===== config.mk =====
export PLATFORM = sky130hd
export DESIGN_NAME = lfsr_offset_search
export DESIGN_NICKNAME = d
export VERILOG_FILES = /design/src/rtl/lfsr_offset_search.sv
export SDC_FILE = /design/constraint.sdc
export NUM_CORES = 1
export LEC_CHECK = 0
export ABC_AREA = 0
export CORE_MARGIN = 5
export CORE_UTILIZATION = 35
export DETAILED_ROUTE_END_ITERATION = 6
export GPL_TIMING_DRIVEN = 0
export PLACE_DENSITY = 0.56
export SLEW_MARGIN = 20
export SYNTH_ARGS = -nofsm -noshare
export SYNTH_HDL_FRONTEND = slang
export SYNTH_SLANG_ARGS = --single-unit

===== constraint.sdc =====
create_clock -name clk_96MHz -period 16.66 [get_ports clk_96MHz]
set_clock_uncertainty 0.1 [all_clocks]
set_input_delay 2.499 -clock clk_96MHz [delete_from_list [all_inputs] [get_ports clk_96MHz]]
set_output_delay 2.499 -clock clk_96MHz [all_outputs]
set_load 0.01 [all_outputs]

===== src/rtl/lfsr_offset_search.sv =====
// Multi-polynomial Fibonacci LFSR offset finder: steps NUM_POLY LFSRs from SEED until one equals data.
// Optional abort input is compiled in when LFSR_SEARCH_ABORT_EN is defined.
module lfsr_offset_search #(
   parameter int unsigned      WIDTH     = 17,
   parameter int unsigned      NUM_POLY  = 4,
   parameter logic [WIDTH-1:0] SEED      = WIDTH'(1),
   parameter int unsigned      MAX_STEPS = 2**WIDTH - 1,
   localparam int unsigned     IDX_W     = (NUM_POLY > 1) ? $clog2(NUM_POLY) : 1
) (
   input  logic                      clk_96MHz,
   input  logic                      reset,
   input  logic                      start,
`ifdef LFSR_SEARCH_ABORT_EN
   input  logic                      abort,
`endif
   input  logic [WIDTH-1:0]          data,
   input  logic [NUM_POLY*WIDTH-1:0] polynomials,
   output logic                      busy,
   output logic                      done,
   output logic                      found,
   output logic [IDX_W-1:0]          poly_index,
   output logic [WIDTH-1:0]          offset
);

   localparam logic [WIDTH-1:0] LAST = WIDTH'(MAX_STEPS - 1);

   typedef enum logic [1:0] {S_IDLE, S_SEARCH, S_DONE} state_t;

   state_t           r_state;
   state_t           w_state_next;
   logic [WIDTH-1:0] r_data;
   logic [WIDTH-1:0] r_poly       [NUM_POLY];
   logic [WIDTH-1:0] r_lfsr       [NUM_POLY];
   logic [WIDTH-1:0] w_lfsr_next  [NUM_POLY];
   logic [WIDTH-1:0] r_count;
   logic             r_found;
   logic [IDX_W-1:0] r_index;
   logic [WIDTH-1:0] r_offset;
   logic             w_match;
   logic [IDX_W-1:0] w_idx;
   logic             w_abort;
   logic             w_accept;
   logic             w_step;
   logic             w_finish;
   logic             w_hit;

`ifdef LFSR_SEARCH_ABORT_EN
   assign w_abort = abort;
`else
   assign w_abort = 1'b0;
`endif

   // An all-zero tap mask marks an unused channel: it holds SEED instead of shifting.
   always_comb begin
      for (int unsigned i = 0; i < NUM_POLY; i++) begin
         w_lfsr_next[i] = r_lfsr[i];
         if (r_poly[i] != '0)
            w_lfsr_next[i] = {r_lfsr[i][WIDTH-2:0], ^(r_lfsr[i] & r_poly[i])};
      end
   end

   always_comb begin
      w_match = 1'b0;
      w_idx   = '0;
      for (int unsigned i = 0; i < NUM_POLY; i++) begin
         if (!w_match && (r_lfsr[i] == r_data)) begin
            w_match = 1'b1;
            w_idx   = IDX_W'(i);
         end
      end
   end

   always_ff @(posedge clk_96MHz or posedge reset) begin
      if (reset) r_state <= S_IDLE;
      else       r_state <= w_state_next;
   end

   always_comb begin
      w_state_next = r_state;
      w_accept     = 1'b0;
      w_step       = 1'b0;
      w_finish     = 1'b0;
      w_hit        = 1'b0;
      busy         = (r_state != S_IDLE);
      done         = (r_state == S_DONE);
      case (r_state)
         S_IDLE: begin
            if (start) begin
               w_accept     = 1'b1;
               w_state_next = S_SEARCH;
            end
         end
         S_SEARCH: begin
            if (w_abort) begin
               w_finish     = 1'b1;
               w_state_next = S_DONE;
            end else if (w_match) begin
               w_finish     = 1'b1;
               w_hit        = 1'b1;
               w_state_next = S_DONE;
            end else if (r_count == LAST) begin
               w_finish     = 1'b1;
               w_state_next = S_DONE;
            end else begin
               w_step = 1'b1;
            end
         end
         S_DONE:  w_state_next = S_IDLE;
         default: w_state_next = S_IDLE;
      endcase
   end

   always_ff @(posedge clk_96MHz or posedge reset) begin
      if (reset) begin
         r_data   <= '0;
         r_count  <= '0;
         r_found  <= 1'b0;
         r_index  <= '0;
         r_offset <= '0;
         for (int unsigned i = 0; i < NUM_POLY; i++) begin
            r_poly[i] <= '0;
            r_lfsr[i] <= SEED;
         end
      end else begin
         if (w_accept) begin
            r_data   <= data;
            r_count  <= '0;
            r_found  <= 1'b0;
            r_index  <= '0;
            r_offset <= '0;
            for (int unsigned i = 0; i < NUM_POLY; i++) begin
               r_poly[i] <= polynomials[i*WIDTH +: WIDTH];
               r_lfsr[i] <= SEED;
            end
         end
         if (w_step) begin
            r_count <= r_count + WIDTH'(1);
            for (int unsigned i = 0; i < NUM_POLY; i++)
               r_lfsr[i] <= w_lfsr_next[i];
         end
         if (w_finish) begin
            r_found  <= w_hit;
            r_index  <= w_hit ? w_idx : '0;
            r_offset <= w_hit ? r_count : '0;
         end
      end
   end

   assign found      = r_found;
   assign poly_index = r_index;
   assign offset     = r_offset;

endmodule


* Yosys cells after proc, flatten, opt, wreduce, memory -nomap -nowiden
Cells that the tools add are included.
Storage, ports and cells: bits in registers 192, latch bits 0, bits in writable memories 0, ROM bits 0, output and inout bits 22, word-level logic and storage cells 91, memories kept 0
Cells by class: add/subtract/negate cells 1, multiply operators 0, div/mod/pow operators 0, $lt $le $gt $ge 0, eq/ne operators 13, shift operators 0, muxes and demuxes 36, bitwise gates (word level) 4, reductions and logical operators 23
Operators by type and width (number):
- two-way mux 17 bit | 8
- two-way mux 68 bit | 2
- bitwise AND 17 bit | 4
- == test 17 bit | 4
- nonzero test 17 bit | 4
- XOR reduction 17 bit | 4
- adder 17 x 1 -> 17 bit (second input constant) | 1
- == test 17 bit (second input constant) | 1
- two-way mux 1 bit | 17
- two-way mux 2 bit | 8
- AND reduction 2 bit | 5
- inequality test 2 x 1 -> 1 bit (second input constant) | 4
- nonzero test 2 bit | 3
- one-hot mux 2 bit (2 select lines) | 1
- logical AND 1 bit | 3
- logical NOT 1 bit | 3
- inequality test 3 bit (second input constant) | 1
- == test 2 x 1 -> 1 bit (second input constant) | 1
- == test 2 bit (second input constant) | 1
- logical NOT 2 bit | 1
- inequality test 2 bit (second input constant) | 1

* Logic depth before layout (Yosys ltp)
Gate-level depths: netlist (run 1).
depth in word-level cells 15, mapped depth 10, depth with buffers taken out 7

* Least setup slack after synthesis (run 1)
No wires, ideal clock.
path kind input -> register, start input port start, end register r_lfsr[18] in the netlist's numbering, setup time 0.125 ns, arrival time 3.635 ns, required time 16.435 ns, slack 12.800 ns, cell stages on the path 6, buffers on the path 1, path through nand2_1 > nand4_1 > nor4_1 > nor4_4 > buf_8 > mux2_4
Between the ends: word-level cells in the longest chain between the ends 4
Ends and longest elaborated chain:
- from (decl) | RTL line 12 | input logic start,
- two-way mux 1 bit | RTL line 88 | if (start) begin
- two-way mux 1 bit | RTL line 86 | case (r_state)
- nonzero test 2 bit (no line)
- AND reduction 2 bit (no line)
- to (signal, indexed assignment) | RTL line 139 | r_lfsr[i] <= w_lfsr_next[i];
- to (decl) | RTL line 33 | logic [WIDTH-1:0] r_lfsr [NUM_POLY];
Every way passes these cells. A chain may end at the register's enable or synchronous reset.

* Final worst setup path (run 1)
start input port start, end register r_lfsr[1] in the netlist's numbering
The elaborated chain is that of the path after synthesis.

==> flow_summary.ini, run 1 <==
[run_status]
status = completed

[critical_path]
path_common_cell = clkbuf_1
startpoint = start
critical_path.top_delay_family = buffers and inverters
cp_max_fo = 10
path_cells = clkdlybuf4s50_1 -> and2_1 -> clkbuf_1 -> clkbuf_1 -> clkbuf_1 -> nor2_1 -> mux2_4
crit_type = in2reg
startpoint_type = primary input
critPathCaptureType = flop
r2r_start = r_data[15]
crit_required_ps = 16870
crit_slowest_cell = clkbuf_1
worst-path-buf-inv = 4
slowest_delay_ps = 770
critPathArrivalTime_ps = 5160

[power_and_ir_drop]
total_power_w = 0.000908
p_clk_share_pct = 45.2
net-switching-power_w = 0.000196
internal-power_w = 0.000712
swShare_pct = 21.6
seq_power_share_pct = 51.3
power_frac_comb_pct = 3.5
leakage_nw = 5.51
peakVddDrop_mv = 0.0665
p_per_area_mw_per_mm2 = 75.7

[final_layout]
final_cell_mix = 378 x nand2_1, 188 x dfrtp_1, 109 x clkdlybuf4s50_1
n_fill_cell = 2749
areaGrowthSynthToFinish_pct = 22.2
antenna_cells = 0
final_cells = 1561
nets = 1260
final_area_mm2 = 0.0120
final_common_cell = nand2_1
drive_gt1_share_pct = 8.71

[flow_run]
maxCapViolations = 0

[detailed_routing]
drtIter0Drc = 478
drt-wirelength-per-cell_um = 17.2
num_vias = 7419
via_per_inst = 4.75
drc_errors = 0
wl_mm = 26.8
drtAntennaViolNets = 0
dr.pass1.iters = 5

[cts]
cts_buffers = 17
cts_tree = built
cts-root-buf = clkbuf_16
cts_setup_buffers = 0
ctsHtreeMaxLevel = 4
clk_pin_slew_ps = 80
holdBufCountCts = 0
cts.sinks = 192
insertion_delay_ps = 440
cts_buffer_depth = 2
cts_resized = 0

[hold_path]
hp-class = reg2reg
hp-start = r_poly[20]

[logic_synthesis]
yosysWarnings = 0
synth_top_area_cell = dfrtp_1
syn_inst = 1041
async_flop_share_pct = 100
synth_area_leaders = dfrtp_1 48%, nand2_1 14%, xnor2_1 8.4%, mux2i_1 5.3%, xor2_1 3.4%
syn_area_mm2 = 0.00981
yosysTopAreaCellShare_pct = 48.0
syn-mean-instance-area_um2 = 9.42
ys.flop_type = dfrtp_1
synth_edf_count = 0
ys_ff_latch = 192
syn-num-nets = 1131
yosysSeqAreaShare_pct = 49.0
yosys.cell_types.count = 40

[placement]
gp_congestion = 0.854
dp_hpwl_mm = 19.3
port_buffers = 109
dp_cells = 1529
postPlaceCellArea_mm2 = 0.0114

[sta]
finalCritPeriodShare_pct = 29.7
slew_headroom_pct = 33.1
rsz0062_at_grt = false
setup_viol = 0
holdWs_ps = 399
period_needed_ps = 4950
fin_setup_tns_ps = 0
hold_violations = 0
tightest_slew_ps = 1000
max_freq_mhz = 202
slew_violations = 0

[global_route]
antenna_found_initial = 0
grt_pass1_vias = 7620
overflow = 0
grt_pass1_wl_mm = 42.9
grt_usage_pct = 17.5
grt_max_degree = 104

[floorplan]
ios = 110
die_area_mm2 = 0.0315
core_area_mm2 = 0.0277
die_h_um = 177
rows = 61
die_w_um = 177
initial_core_util_pct = 35.4
==> synthesized netlist by cell type, types with 2 or more instances <==
cell and instances:
mux2_2 28, mux2_4 4, and3_1 6, or4_1 4, and4_1 2, buf_8 4
xor2_1 38, a32o_1 18, buf_4 12, inv_1 38, nor2_2 2, nor2b_1 2
nor4_4 4, nor2_1 38, dfstp_2 4, o21a_1 2, clkbuf_1 32, buf_6 4
nand3_1 16, mux2i_1 52, nand2_1 378, nor4_1 17, nor3_1 12, buf_2 5
nand4_1 20, xnor2_1 94, dfrtp_1 188, ha_1 2, a31o_2 2, and2_1 3
==> per-stage QoR <==
stage	utilization (%)	worst slack (ps)
floorplan	-	8840
global placement	41.0	6040
detailed placement	41.2	11310
CTS	43.3	11750
global route	43.3	11610
finish	43.3	11710
==> worst paths after layout <==
path / slack (ps) / to / depth (start not counted)
worst max-delay path: 11710 / r_lfsr[1] / 7
worst min-delay path: 400 / r_poly[20] / 2
worst max register to register: 13550 / r_lfsr[1] / 9
worst min register to register: 400 / r_poly[20] / 2
max in group asynchronous: 13040 / r_lfsr[34] / 3
min in group asynchronous: 2460 / r_poly[33] / 2
==> power by group through the flow <==
stage	registers [W]	logic, W	clock network (W)
floorplan	0.000475	0.00000696	0
global placement	0.000475	0.0000314	0
detailed placement	0.000475	0.0000323	0
CTS	0.000466	0.0000325	0.000420
global route	0.000466	0.0000348	0.000436
finish	0.000466	0.0000315	0.000411
==> worst register-to-register path, cell delays in order, from the launching register on <==
cell	delay (ps)
dfrtp_1	330
buf_2	220
xor2_1	190
nor3_1	120
a22o_1	280
or3b_1	370
buf_6	170
nor4_4	650
buf_8	250
mux2_4	310
==> metal layers <==
metal / routed length, µm / vias to the layer above / share of wire (%) / track usage [%]
met5: 0 / - / 0 / 0
met4: 531 / 0 / 2.0 / 4.96
met3: 1110 / 30 / 4.2 / 2.64
met2: 12000 / 183 / 45 / 27.5
met1: 13100 / 3573 / 49 / 25.3
li1: - / 3633 / - / -
==> area by class of cell <==
| cell class | instances | area (µm²) | area share, % |
|---|---|---|---|
| Sequential cell | 192 | 4810 | 40.1 |
| Clock buffer | 20 | 447 | 3.73 |
| Buffer | 58 | 344 | 2.87 |
| Inverter | 38 | 150 | 1.25 |
| Multi-Input combinational cell | 753 | 4510 | 37.6 |
| Timing Repair Buffer | 110 | 1120 | 9.33 |
| Tap cell | 378 | 473 | 3.95 |
| Clock inverter | 12 | 135 | 1.13 |
==> state kept, by name, indices dropped and copies added (netlist names) <==
name	flops
poly_index	2
r_state	2
offset	17
r_count	17
found	1
r_poly	68
r_lfsr	68
r_data	17
==> logic make-up (layout without fill, tap and decap cells) <==
kind of cell               after synthesis  after routing  share of synthesized area [%]
muxes                                   84             84                           9.13
adders and majority gates                2              2                          0.255
buffers and inverters                   96            238                           4.96
DFF                                    192            192                           49.0
AOI/OAI and AO/OA                       26             26                           2.48
and+or+nand+nor                        509            509                           22.3
xor gates and xnor gates               132            132                           11.8
Power figures use the tool's default switching activity.
==> run 2, diff against run 1 <==
Clock period 16.66 ns to 4.9 ns, I/O delays scaled along.
==> run 2 against run 1 <==
Die area did not move; critical path depth grew 3; via count increased by 0.71%; sequential share of layout area down 0.41 points.
==> flow_summary.ini, run 2 (synthesis results as in run 1) <==
[run_status]
status = completed

[power_and_ir_drop]
power_frac_comb_pct = 3.7
internal-power_w = 0.00244
p_per_area_mw_per_mm2 = 262
swShare_pct = 23.0
peakVddDrop_mv = 0.235
leakage_nw = 5.56
net-switching-power_w = 0.000727
seq_power_share_pct = 50.0
p_clk_share_pct = 46.3

[flow_run]
maxCapViolations = 0

[detailed_routing]
wl_mm = 27.0
drt-wirelength-per-cell_um = 17.3
via_per_inst = 4.77
drc_errors = 0
drtIter0Drc = 463
drtAntennaViolNets = 0
num_vias = 7472
dr.pass1.iters = 5

[sta]
setup_viol = 0
tightest_slew_ps = 928
period_needed_ps = 3180
max_freq_mhz = 314
holdWs_ps = 404
finalCritPeriodShare_pct = 64.9
rsz0062_at_grt = false
slew_headroom_pct = 38.1
slew_violations = 0
fin_setup_tns_ps = 0
hold_violations = 0

[floorplan]
rows = 61
die_w_um = 177
die_h_um = 177
ios = 110
initial_core_util_pct = 35.4
die_area_mm2 = 0.0315
core_area_mm2 = 0.0277

[final_layout]
final_cells = 1566
biggestRegsByFlops = r_lfsr x68, r_poly x68
final_common_cell = nand2_1
n_fill_cell = 2706
final_cell_mix = 378 x nand2_1, 188 x dfrtp_1, 109 x clkdlybuf4s50_1
nets = 1265
drive_gt1_share_pct = 9.26
fin_util_pct = 43.7
multi_input_area_mm2 = 0.00451
regArea_mm2 = 0.00481
areaGrowthSynthToFinish_pct = 23.5
antenna_cells = 0

[cts]
insertion_delay_ps = 440
cts.sinks = 192
cts_buffer_depth = 2
cts_setup_buffers = 0
holdBufCountCts = 0
clk_pin_slew_ps = 80
cts_tree = built
cts-root-buf = clkbuf_16
cts_buffers = 17
ctsHtreeMaxLevel = 4
cts_resized = 0

[critical_path]
crit_required_ps = 5120
worst-path-buf-inv = 3
crit_type = reg2reg
cp_max_fo = 10
slowest_delay_ps = 640
startpoint_type = flop
critPathArrivalTime_ps = 3400
crit_slowest_cell = nor4_4
critPathCaptureType = flop
critical_path.top_delay_family = simple AND/OR/NAND/NOR gates
path_cells = buf_4 -> xnor2_1 -> nand4_1 -> nor4_1 -> a22o_1 -> or3b_1 -> buf_6 -> nor4_4 -> buf_8 -> mux2_4

[global_route]
grt_pass1_vias = 7670
overflow = 0
grt_max_degree = 34
grt_pass1_wl_mm = 43.2
antenna_found_initial = 0
grt_usage_pct = 17.7

[placement]
dp_hpwl_mm = 20.0
port_buffers = 109
gp_congestion = 0.854
dp_cells = 1534

[hold_path]
hp-class = reg2reg
==> run 2: final timing paths <==
kind,start,endpoint,slack [ps],depth (start not counted)
setup / recovery,r_data[1],r_lfsr[1],1720,10
hold / removal,r_poly[8],r_poly[8],400,2
setup reg to reg,r_data[1],r_lfsr[1],1720,10
hold reg to reg,r_poly[8],r_poly[8],400,2
max in group asynchronous,reset,r_lfsr[0],3240,4
min in group asynchronous,reset,r_poly[67],630,2
==> run 2: metrics by stage <==
stage	total power [W]	instance area (µm²)	worst slack (ps)
floorplan	0.00164	9810	1590
global placement	0.00172	11400	-104
detailed placement	0.00173	11500	1400
CTS	0.00320	12100	1740
global route	0.00327	12100	1580
finish	0.00317	12100	1720
==> run 2: cell type report <==
| class | count | area share (%) |
|---|---|---|
| multi-input combinational | 753 | 37.2 |
| clock buffer | 18 | 3.63 |
| sequential | 192 | 39.7 |
| buffer | 58 | 2.84 |
| timing repair buffer | 115 | 10.1 |
| inverter | 38 | 1.21 |
| clock inverter | 14 | 1.40 |
| tap | 378 | 3.90 |
==> run 2: routing by layer <==
layer | global-route usage (%) | wire, µm | up-vias
li1 | - | - | 3643
met3 | 3.07 | 1150 | 32
met1 | 25.3 | 12900 | 3641
met5 | 0 | 0 | -
met2 | 27.4 | 12400 | 156
met4 | 5.77 | 540 | 0
==> run 2: power by group through the flow <==
stage / registers [W] / logic, W / clock network, W
4_1_cts: 0.00158 / 0.000121 / 0.00149
3_3_place_gp: 0.00162 / 0.000107 / 0
3_5_place_dp: 0.00161 / 0.000120 / 0
5_1_grt: 0.00158 / 0.000129 / 0.00156
2_1_floorplan: 0.00162 / 0.0000240 / 0
6_report: 0.00158 / 0.000117 / 0.00147
==> run 2: worst register-to-register path: stages (launching register included) <==
cell and delay, ps:
dfrtp_1 370, buf_4 190, xnor2_1 140, nand4_1 100
nor4_1 110, a22o_1 310, or3b_1 380, buf_6 170
nor4_4 640, buf_8 250, mux2_4 310
==> run 3, diff against run 2 <==
Clock period 4.9 ns to 2.95 ns, I/O delays scaled along.
==> run 3 against run 2 <==
Hold slack worse by 63 ps; design area increased by 0.98%; critical path type unchanged; highest routed layer unchanged; clock power is 65% higher; non-clock buffer count grew 9.
==> flow_summary.ini, run 3 (synthesis results as in run 1) <==
[critical_path]
crit_type = reg2reg
crit_slowest_cell = nor4_2
critPathArrivalTime_ps = 3130
path_common_cell = buf_4
crit_required_ps = 3170
worst-path-buf-inv = 4
critical_path.top_delay_family = simple AND/OR/NAND/NOR gates
cp_max_fo = 10
path_cells = buf_4 -> xnor2_1 -> nand4_1 -> nor4_2 -> a22o_1 -> or3b_1 -> buf_6 -> nor4_4 -> buf_4 -> buf_8 -> mux2_4
r2r_slack_ps = 40
critPathCaptureType = flop
startpoint_type = flop
slowest_delay_ps = 510

[final_layout]
final_cells = 1575
biggestRegsByFlops = r_lfsr x68, r_poly x68
drive_gt1_share_pct = 10.2
multi_input_area_mm2 = 0.00454
final_cell_mix = 378 x nand2_1, 188 x dfrtp_1, 109 x clkdlybuf4s50_1
n_fill_cell = 2694
antenna_cells = 0
areaGrowthSynthToFinish_pct = 24.7
regArea_mm2 = 0.00481
final_common_cell = nand2_1
nets = 1274

[cts]
cts-root-buf = clkbuf_16
clk_pin_slew_ps = 80
cts_buffers = 17
cts_tree = built
cts_buffer_depth = 2
insertion_delay_ps = 440
cts.sinks = 192
holdBufCountCts = 0
ctsHtreeMaxLevel = 4

[detailed_routing]
via_per_inst = 4.77
drtAntennaViolNets = 0
dr.pass1.iters = 7
drt-wirelength-per-cell_um = 17.2
drc_errors = 0
drtIter0Drc = 517
num_vias = 7520
wl_mm = 27.1

[power_and_ir_drop]
swShare_pct = 22.9
p_per_area_mw_per_mm2 = 430
p_clk_share_pct = 46.3
net-switching-power_w = 0.00120
leakage_nw = 5.61
internal-power_w = 0.00405
seq_power_share_pct = 50.0
power_frac_comb_pct = 3.7
total_power_w = 0.00526
peakVddDrop_mv = 0.387

[global_route]
grt_max_degree = 34
overflow = 0
grt_pass1_wl_mm = 43.3
grt_usage_pct = 17.7
grt_pass1_vias = 7723
antenna_found_initial = 0

[sta]
period_needed_ps = 2910
slew_violations = 0
hold_violations = 0
max_freq_mhz = 344
slew_headroom_pct = 43.4
setup_viol = 0
rsz0062_at_grt = false
setup_ws_ps = 42.3
finalCritPeriodShare_pct = 98.6
tightest_slew_ps = 849

[placement]
gp_congestion = 0.854
port_buffers = 109
dp_cells = 1534
dp_slack_ps = -258
dp_hpwl_mm = 20.0

[floorplan]
die_h_um = 177
core_area_mm2 = 0.0277
ios = 110
die_area_mm2 = 0.0315
rows = 61
initial_core_util_pct = 35.4
die_w_um = 177

[run_status]
status = completed

[flow_run]
maxCapViolations = 0

[hold_path]
hp-class = in2async
-- run 3: area by class of cell --
cell class	instances	share of cell area, %
Timing Repair Buffer	124	10.6
Clock buffer	18	3.59
Sequential cell	192	39.3
Buffer	58	2.87
Tap cell	378	3.87
Clock inverter	14	1.39
Inverter	38	1.20
Multi-Input combinational cell	753	37.1
-- run 3: worst paths after layout --
kind / start / endpoint / cells after the start
worst max-delay path: r_data[7] / r_lfsr[35] / 11
worst min-delay path: reset / r_poly[67] / 2
worst max register to register: r_data[7] / r_lfsr[35] / 11
worst min register to register: r_poly[21] / r_poly[21] / 2
max in group asynchronous: reset / r_lfsr[0] / 4
min in group clk_96MHz: r_poly[21] / r_poly[21] / 2
-- run 3: timing repair --
item	CTS	global route
pin swaps	4	0
endpoints found under the setup margin	84	30
resized for setup	2	7
buffers inserted	9	0
cloned	0	0
-- run 3: stage by stage --
step | area (µm²) | hold slack [ps] | TNS [ps] | util, %
2_1_floorplan | 9810 | 359 | -12350 | -
3_3_place_gp | 11400 | 386 | -333280 | 41.1
3_5_place_dp | 11500 | 389 | -4150 | 41.5
4_1_cts | 12200 | 347 | 0 | 44.1
5_1_grt | 12200 | 402 | 0 | 44.1
6_report | 12200 | 342 | 0 | 44.1
-- run 3: worst reg2reg max path, cell delays in order, from the launching register on --
cell,delay [ps]
dfrtp_1,370
buf_4,180
xnor2_1,160
nand4_1,150
nor4_2,510
a22o_1,310
or3b_1,150
buf_6,170
nor4_4,50
buf_4,200
buf_8,150
mux2_4,290
-- run 3: routing by layer --
| metal | global-route usage, % | routed length [µm] | up-vias | share of wire, % |
|---|---|---|---|---|
| li1 | - | - | 3654 | - |
| met1 | 25.1 | 12900 | 3651 | 48 |
| met2 | 27.6 | 12300 | 177 | 45 |
| met4 | 6.09 | 651 | 0 | 2.4 |
| met3 | 3.09 | 1240 | 38 | 4.6 |
| met5 | 0 | 0 | - | 0 |
-- run 3: power by group through the flow --
stage	clock network, W	logic (W)	registers [W]
floorplan	0	0.0000398	0.00268
global placement	0	0.000178	0.00268
detailed placement	0	0.000199	0.00268
CTS	0.00248	0.000201	0.00263
global route	0.00259	0.000214	0.00263
finish	0.00243	0.000194	0.00263
